==> src/rtl/uncache_arbiter.sv <==
`default_nettype none
// ============================================================================
// Module   : uncache_arbiter
// Purpose  : Shares one AXI bridge port between the instruction-side and the
//            data-side uncached access paths. One transfer is in flight at a
//            time; the granted side's command is latched and held on the
//            bridge until the bridge pulses axi_refresh, then the bridge read
//            data is returned with a one-cycle done pulse.
// Ports    : clk, rst                 - clock, synchronous active-high reset
//            i_req/i_wen/i_addr/i_wdata - instruction-side command
//            i_rdata/i_done/i_stall   - instruction-side response
//            d_*                      - same set for the data side
//            axi_en/axi_wsel/axi_addr/axi_wdata - command to the bridge
//            axi_refresh/axi_rdata    - completion pulse and data from bridge
// Params   : FIXED_PRIO - 1: data side wins every tie; 0: round-robin tie
// Revision : 1.0 - initial release
// ============================================================================
module uncache_arbiter #(
    parameter int FIXED_PRIO = 1
) (
    input  logic        clk,
    input  logic        rst,
    // instruction side
    input  logic        i_req,
    input  logic [3:0]  i_wen,
    input  logic [31:0] i_addr,
    input  logic [31:0] i_wdata,
    output logic [31:0] i_rdata,
    output logic        i_done,
    output logic        i_stall,
    // data side
    input  logic        d_req,
    input  logic [3:0]  d_wen,
    input  logic [31:0] d_addr,
    input  logic [31:0] d_wdata,
    output logic [31:0] d_rdata,
    output logic        d_done,
    output logic        d_stall,
    // shared bridge
    output logic        axi_en,
    output logic [3:0]  axi_wsel,
    output logic [31:0] axi_addr,
    output logic [31:0] axi_wdata,
    input  logic        axi_refresh,
    input  logic [31:0] axi_rdata
);

    localparam logic c_FIXED_PRIO_EN = (FIXED_PRIO != 0);

    typedef enum logic [1:0] {
        S_IDLE   = 2'd0,
        S_BUSY_I = 2'd1,
        S_BUSY_D = 2'd2,
        S_DONE   = 2'd3
    } state_t;

    state_t      r_state,     w_state_nxt;
    logic        r_axi_en,    w_axi_en_nxt;
    logic [3:0]  r_axi_wsel,  w_axi_wsel_nxt;
    logic [31:0] r_axi_addr,  w_axi_addr_nxt;
    logic [31:0] r_axi_wdata, w_axi_wdata_nxt;
    logic [31:0] r_i_rdata,   w_i_rdata_nxt;
    logic [31:0] r_d_rdata,   w_d_rdata_nxt;
    logic        r_i_done,    w_i_done_nxt;
    logic        r_d_done,    w_d_done_nxt;
    // 1 when the data side was served last; resets to instruction so the
    // data side wins the first round-robin tie.
    logic        r_last_d,    w_last_d_nxt;
    logic        w_grant_d;

    // Data side is granted when it is alone, or on a tie when fixed priority
    // is enabled or the instruction side was served last.
    assign w_grant_d = d_req & (~i_req | c_FIXED_PRIO_EN | ~r_last_d);

    always_comb begin
        w_state_nxt     = r_state;
        w_axi_en_nxt    = r_axi_en;
        w_axi_wsel_nxt  = r_axi_wsel;
        w_axi_addr_nxt  = r_axi_addr;
        w_axi_wdata_nxt = r_axi_wdata;
        w_i_rdata_nxt   = r_i_rdata;
        w_d_rdata_nxt   = r_d_rdata;
        w_i_done_nxt    = r_i_done;
        w_d_done_nxt    = r_d_done;
        w_last_d_nxt    = r_last_d;

        case (r_state)
            S_IDLE: begin
                if (i_req || d_req) begin
                    w_axi_en_nxt = 1'b1;
                    if (w_grant_d) begin
                        w_axi_wsel_nxt  = d_wen;
                        w_axi_addr_nxt  = d_addr;
                        w_axi_wdata_nxt = d_wdata;
                        w_last_d_nxt    = 1'b1;
                        w_state_nxt     = S_BUSY_D;
                    end else begin
                        w_axi_wsel_nxt  = i_wen;
                        w_axi_addr_nxt  = i_addr;
                        w_axi_wdata_nxt = i_wdata;
                        w_last_d_nxt    = 1'b0;
                        w_state_nxt     = S_BUSY_I;
                    end
                end
            end
            S_BUSY_I, S_BUSY_D: begin
                // Requester inputs are not looked at here: the latched
                // command stays on the bridge until it completes.
                if (axi_refresh) begin
                    w_axi_en_nxt    = 1'b0;
                    w_axi_wsel_nxt  = 4'd0;
                    w_axi_addr_nxt  = 32'd0;
                    w_axi_wdata_nxt = 32'd0;
                    if (r_state == S_BUSY_I) begin
                        w_i_rdata_nxt = axi_rdata;
                        w_i_done_nxt  = 1'b1;
                    end else begin
                        w_d_rdata_nxt = axi_rdata;
                        w_d_done_nxt  = 1'b1;
                    end
                    w_state_nxt = S_DONE;
                end
            end
            S_DONE: begin
                // One-cycle gap so the finished requester can drop its req
                // before the next arbitration.
                w_i_done_nxt = 1'b0;
                w_d_done_nxt = 1'b0;
                w_state_nxt  = S_IDLE;
            end
            default: begin
                w_state_nxt = S_IDLE;
            end
        endcase
    end

    always_ff @(posedge clk) begin
        if (rst) begin
            r_state     <= S_IDLE;
            r_axi_en    <= 1'b0;
            r_axi_wsel  <= 4'd0;
            r_axi_addr  <= 32'd0;
            r_axi_wdata <= 32'd0;
            r_i_rdata   <= 32'd0;
            r_d_rdata   <= 32'd0;
            r_i_done    <= 1'b0;
            r_d_done    <= 1'b0;
            r_last_d    <= 1'b0;
        end else begin
            r_state     <= w_state_nxt;
            r_axi_en    <= w_axi_en_nxt;
            r_axi_wsel  <= w_axi_wsel_nxt;
            r_axi_addr  <= w_axi_addr_nxt;
            r_axi_wdata <= w_axi_wdata_nxt;
            r_i_rdata   <= w_i_rdata_nxt;
            r_d_rdata   <= w_d_rdata_nxt;
            r_i_done    <= w_i_done_nxt;
            r_d_done    <= w_d_done_nxt;
            r_last_d    <= w_last_d_nxt;
        end
    end

    assign axi_en    = r_axi_en;
    assign axi_wsel  = r_axi_wsel;
    assign axi_addr  = r_axi_addr;
    assign axi_wdata = r_axi_wdata;
    assign i_rdata   = r_i_rdata;
    assign d_rdata   = r_d_rdata;
    assign i_done    = r_i_done;
    assign d_done    = r_d_done;

    // Stall is combinational so it drops in the very cycle done is seen.
    assign i_stall = ~rst & i_req & ~r_i_done;
    assign d_stall = ~rst & d_req & ~r_d_done;

endmodule
`default_nettype wire

==> config.mk <==
export PLATFORM = sky130hd
export DESIGN_NAME = uncache_arbiter
export DESIGN_NICKNAME = d
export VERILOG_FILES = /design/src/rtl/uncache_arbiter.sv
export SDC_FILE = /design/constraint.sdc
export NUM_CORES = 1
export LEC_CHECK = 0
export BUFFER_PORTS_ARGS = -buffer_cell sky130_fd_sc_hd__buf_2
export CELL_PAD_IN_SITES_DETAIL_PLACEMENT = 1
export CELL_PAD_IN_SITES_GLOBAL_PLACEMENT = 2
export CORE_MARGIN = 2
export CORE_UTILIZATION = 27
export CTS_BUF_LIST = sky130_fd_sc_hd__clkbuf_8
export DETAILED_ROUTE_END_ITERATION = 6
export GPL_ROUTABILITY_DRIVEN = 0
export GPL_TIMING_DRIVEN = 0
export PLACE_DENSITY_LB_ADDON = 0.1
export SETUP_SLACK_MARGIN = 0.05
export SYNTH_ARGS = -nofsm -noshare
export SYNTH_HDL_FRONTEND = slang
export SYNTH_SLANG_ARGS = --single-unit
==> constraint.sdc <==
create_clock -name clk -period 5.9 [get_ports clk]
set_clock_uncertainty 0.1 [all_clocks]
set_input_delay 0.59 -clock clk [delete_from_list [all_inputs] [get_ports clk]]
set_output_delay 0.59 -clock clk [all_outputs]
set_load 0.02 [all_outputs]
==> metrics.md <==
| Metric | Value |
|---|---|
| Clock tree buffer depth | `2` |
| Hold Crit Start | `axi_rdata[9]` |
| Synth Area in Compound Gates | `17.69%` |
| Simple-Gate Fraction of Synth Area | `17.88%` |
| Seq/Total Area, Yosys | `45.25%` |
| Num ports | `310` |
| First-pass GRT wire length | `36,360 um` |
| Initial Util | `between 20% and 30%` |
| Share of layout cells above drive strength 1 | `around a third` |
| Synth Area in XOR/XNOR | `0%` |
| CP startpoint | `r_state[1]` |
| Worst-Margin Slew | `577.6 ps` |
| Largest family of logic cells by synthesized area | `simple AND/OR/NAND/NOR gates` |
| Ant. Diodes | `0` |
| Worst Path Max Fanout | `10` |
| Crit end category | `register` |
| TritonCTS clock tree | `built` |
| Mux cell area share after synthesis | `11.93%` |
| Core ar. | `roughly 0.022 mm^2` |
| Asr flop ratio synth | `0%` |
| Htree depth | `4` |
| Total global-route track usage | `19.48%` |
| RSZ-0062 raised after global routing | `false` |
| Pin count of the biggest net entering global routing | `17` |
| Worst-Skew Late Latency | `440 ps` |
| Arr. time, crit path | `2940 ps` |
| Worst-path clk slew | `100 ps` |
| Worst EP required | `6120 ps` |
| Yosys warning count | `0` |
| Setup TNS | `0 ps` |
| Leading area contributor after synthesis | `dfxtp_1` |
| Worst Hold Class | `in2reg` |
| Avg Inst Size Synth | `8.512 um^2` |
| Tmin final | `2715 ps` |
| Initial antenna violation count | `0` |
| Worst Path Class, Setup | `reg2reg` |
| Post-synth top flop | `dfxtp_1` |
| DP HPWL | `18,110 um` |
| I/O Buffers | `~310` |
| Status | `complete, no violations` |
| DIE HEIGHT | `153.8 um` |
| Post-synth EDFFs | `0` |
| Seq cells post-synth | `about 140` |
| Top post-synthesis cells by area | `dfxtp_1, mux2i_1, a21oi_1` |
| Hold_buf cts | `0` |
| GRT Residual Overflow | `0` |
| Initial drt markers | `around 240` |
| Multi-input logic area | `0.002942 mm^2` |
| Root buf cell | `clkbuf_8` |
| Die ar. | `0.02366 mm^2` |
| Pins Over Slew Limit | `0` |
| Vias per cell | `4.759` |
| NumNets Final | `1,216` |
| Worst r2r src | `r_state[1]` |
| Die width | `153.8 um` |
| Total number of vias | `6,334` |
| WL/cell | `around 17 um` |
| FF/Latch Area | `0.002743 mm^2` |
| Power density cells | `491.3 mW/mm^2` |
| Synthesized area | `0.006061 mm^2` |
| Startpoint types | `register` |
| Setup Viol. Count Final | `0` |
| Routed wire length | `23,210 um` |
| Cell variety after synth | `30` |
| CTS Sinks | `137` |
| Fin cells | `1,331` |
| Leakage | `about 3.8 nW` |
| Number of global-route vias before repair | `~6,600` |
| Final hold slack | `276.1 ps` |
| Final hold vios | `0` |
| Fmax | `0.3683 GHz` |
| CTS Buf Count | `17` |
| P&R area growth vs syn | `37.84%` |
| # rows | `54` |
| Slew HR | `61.49%` |
| Post-cts sizing count | `0` |
| Filler Cell Count | `~2,800` |
| # Max-Cap Violations | `0` |
| Max VDD drop | `0.1631 mV` |
| Adder-cell share of the synthesized area | `1.032%` |
| Syn Inst Count | `712` |
| # DRC | `0` |
| Pre-antenna DRT Iters | `4` |
| Yosys top cell area share | `approximately 45%` |
| Placed Instances | `approximately 1,300` |
| Post-CTS Setup Bufs | `0` |
| Net count after synthesis | `between 800 and 900` |
| R2R setup slack | `3180 ps` |
| Remaining antenna violation count after routing | `0` |
| Final period utilization | `46.02%` |
-- report_power, final --
part           internal, mW  switching (mW)
Clock                 0.360           0.442
Combinational         0.686            1.31
Sequential             1.18           0.124
-- sequential cells by signal (all words and copies together) (netlist names) --
register / count
axi_addr: 32
axi_en: 1
axi_wdata: 32
axi_wsel: 4
d_done: 1
d_rdata: 32
i_done: 1
i_rdata: 32
r_state: 2
-- cell usage after synthesis, types with 3 or more instances --
master / number
a21oi_1: 135
a311oi_1: 3
buf_2: 12
buf_6: 8
clkbuf_1: 52
dfxtp_1: 137
ha_1: 5
mux2i_1: 70
nand2_1: 130
nand2b_1: 3
o21ai_0: 18
o21ai_1: 50
or4_1: 68
-- logic make-up (layout without fill, tap and decap cells) --
| family | count (synthesis) | in the layout |
|---|---|---|
| buffers and inverters | 78 | 417 |
| multiplexers | 71 | 71 |
| flip-flops | 137 | 137 |
| AO/OA/AOI/OAI | 210 | 210 |
| adder cells (fa/ha/maj) | 5 | 5 |
| AND/OR/NAND/NOR | 211 | 211 |
-- layer usage --
layer / routed length, um / share of wire, % / vias up / global-route usage [%]
li1: - / - / 3194 / -
met1: 10470 / 45 / 2929 / 25.44
met2: 10910 / 47 / 193 / 31.98
met3: 1524 / 6.6 / 18 / 5.045
met4: 301 / 1.3 / 0 / 5.340
met5: 0 / 0 / - / 0
-- layout by cell type, fill, tap and decap left out, drive strengths merged --
cell    instances
a21boi          1
a21oi         135
a311oi          3
and2            1
and3b           1
buf           329
bufinv          1
clkbuf         70
clkinv          3
dfxtp         137
ha              5
inv            14
mux2i          71
nand2         130
nand2b          3
nand3b          1
nor2            1
nor2b           1
nor3            2
nor3b           2
o21a            1
o21ai          68
o22ai           1
o32ai           1
or3b            1
or4            68
-- critical path: stages (launching register included) --
cell and delay, ps:
dfxtp_1 400, inv_1 100, ha_1 460, clkbuf_1 430, buf_2 310, nand3b_1 240, clkbuf_1 330, nand2_1 140
a21oi_1 70
-- cell type report --
| type | instances | share of cell area [%] |
|---|---|---|
| Multi-Input combinational cell | 497 | 35.21 |
| Timing Repair Buffer | 307 | 18.39 |
| Clock buffer | 17 | 2.801 |
| Sequential cell | 137 | 32.83 |
| Inverter | 3 | 0.1348 |
| Buffer | 75 | 4.373 |
| Clock inverter | 15 | 2.067 |
| Tap cell | 280 | 4.194 |
-- path summary, 6_finish.rpt --
| check | to | depth (start not counted) |
|---|---|---|
| worst min-delay path | d_rdata[9] | 3 |
| worst min register to register | d_rdata[25] | 2 |
| worst max register to register | d_rdata[15] | 8 |
| worst max-delay path | d_rdata[15] | 8 |
-- per-stage QoR --
step | instance area, um^2 | utilization, % | setup slack, ps | power, mW
after floorplan | 6061 | - | 3711 | 2.602
after global placement | 7948 | 36.19 | 3081 | 3.347
after detailed placement | 7948 | 36.19 | 3091 | 3.350
after CTS | 8354 | 38.05 | 3071 | 4.179
after global routing | 8354 | 38.05 | 2877 | 4.428
final | 8354 | 38.05 | 3185 | 4.104
(Power assumes the default switching activity.)
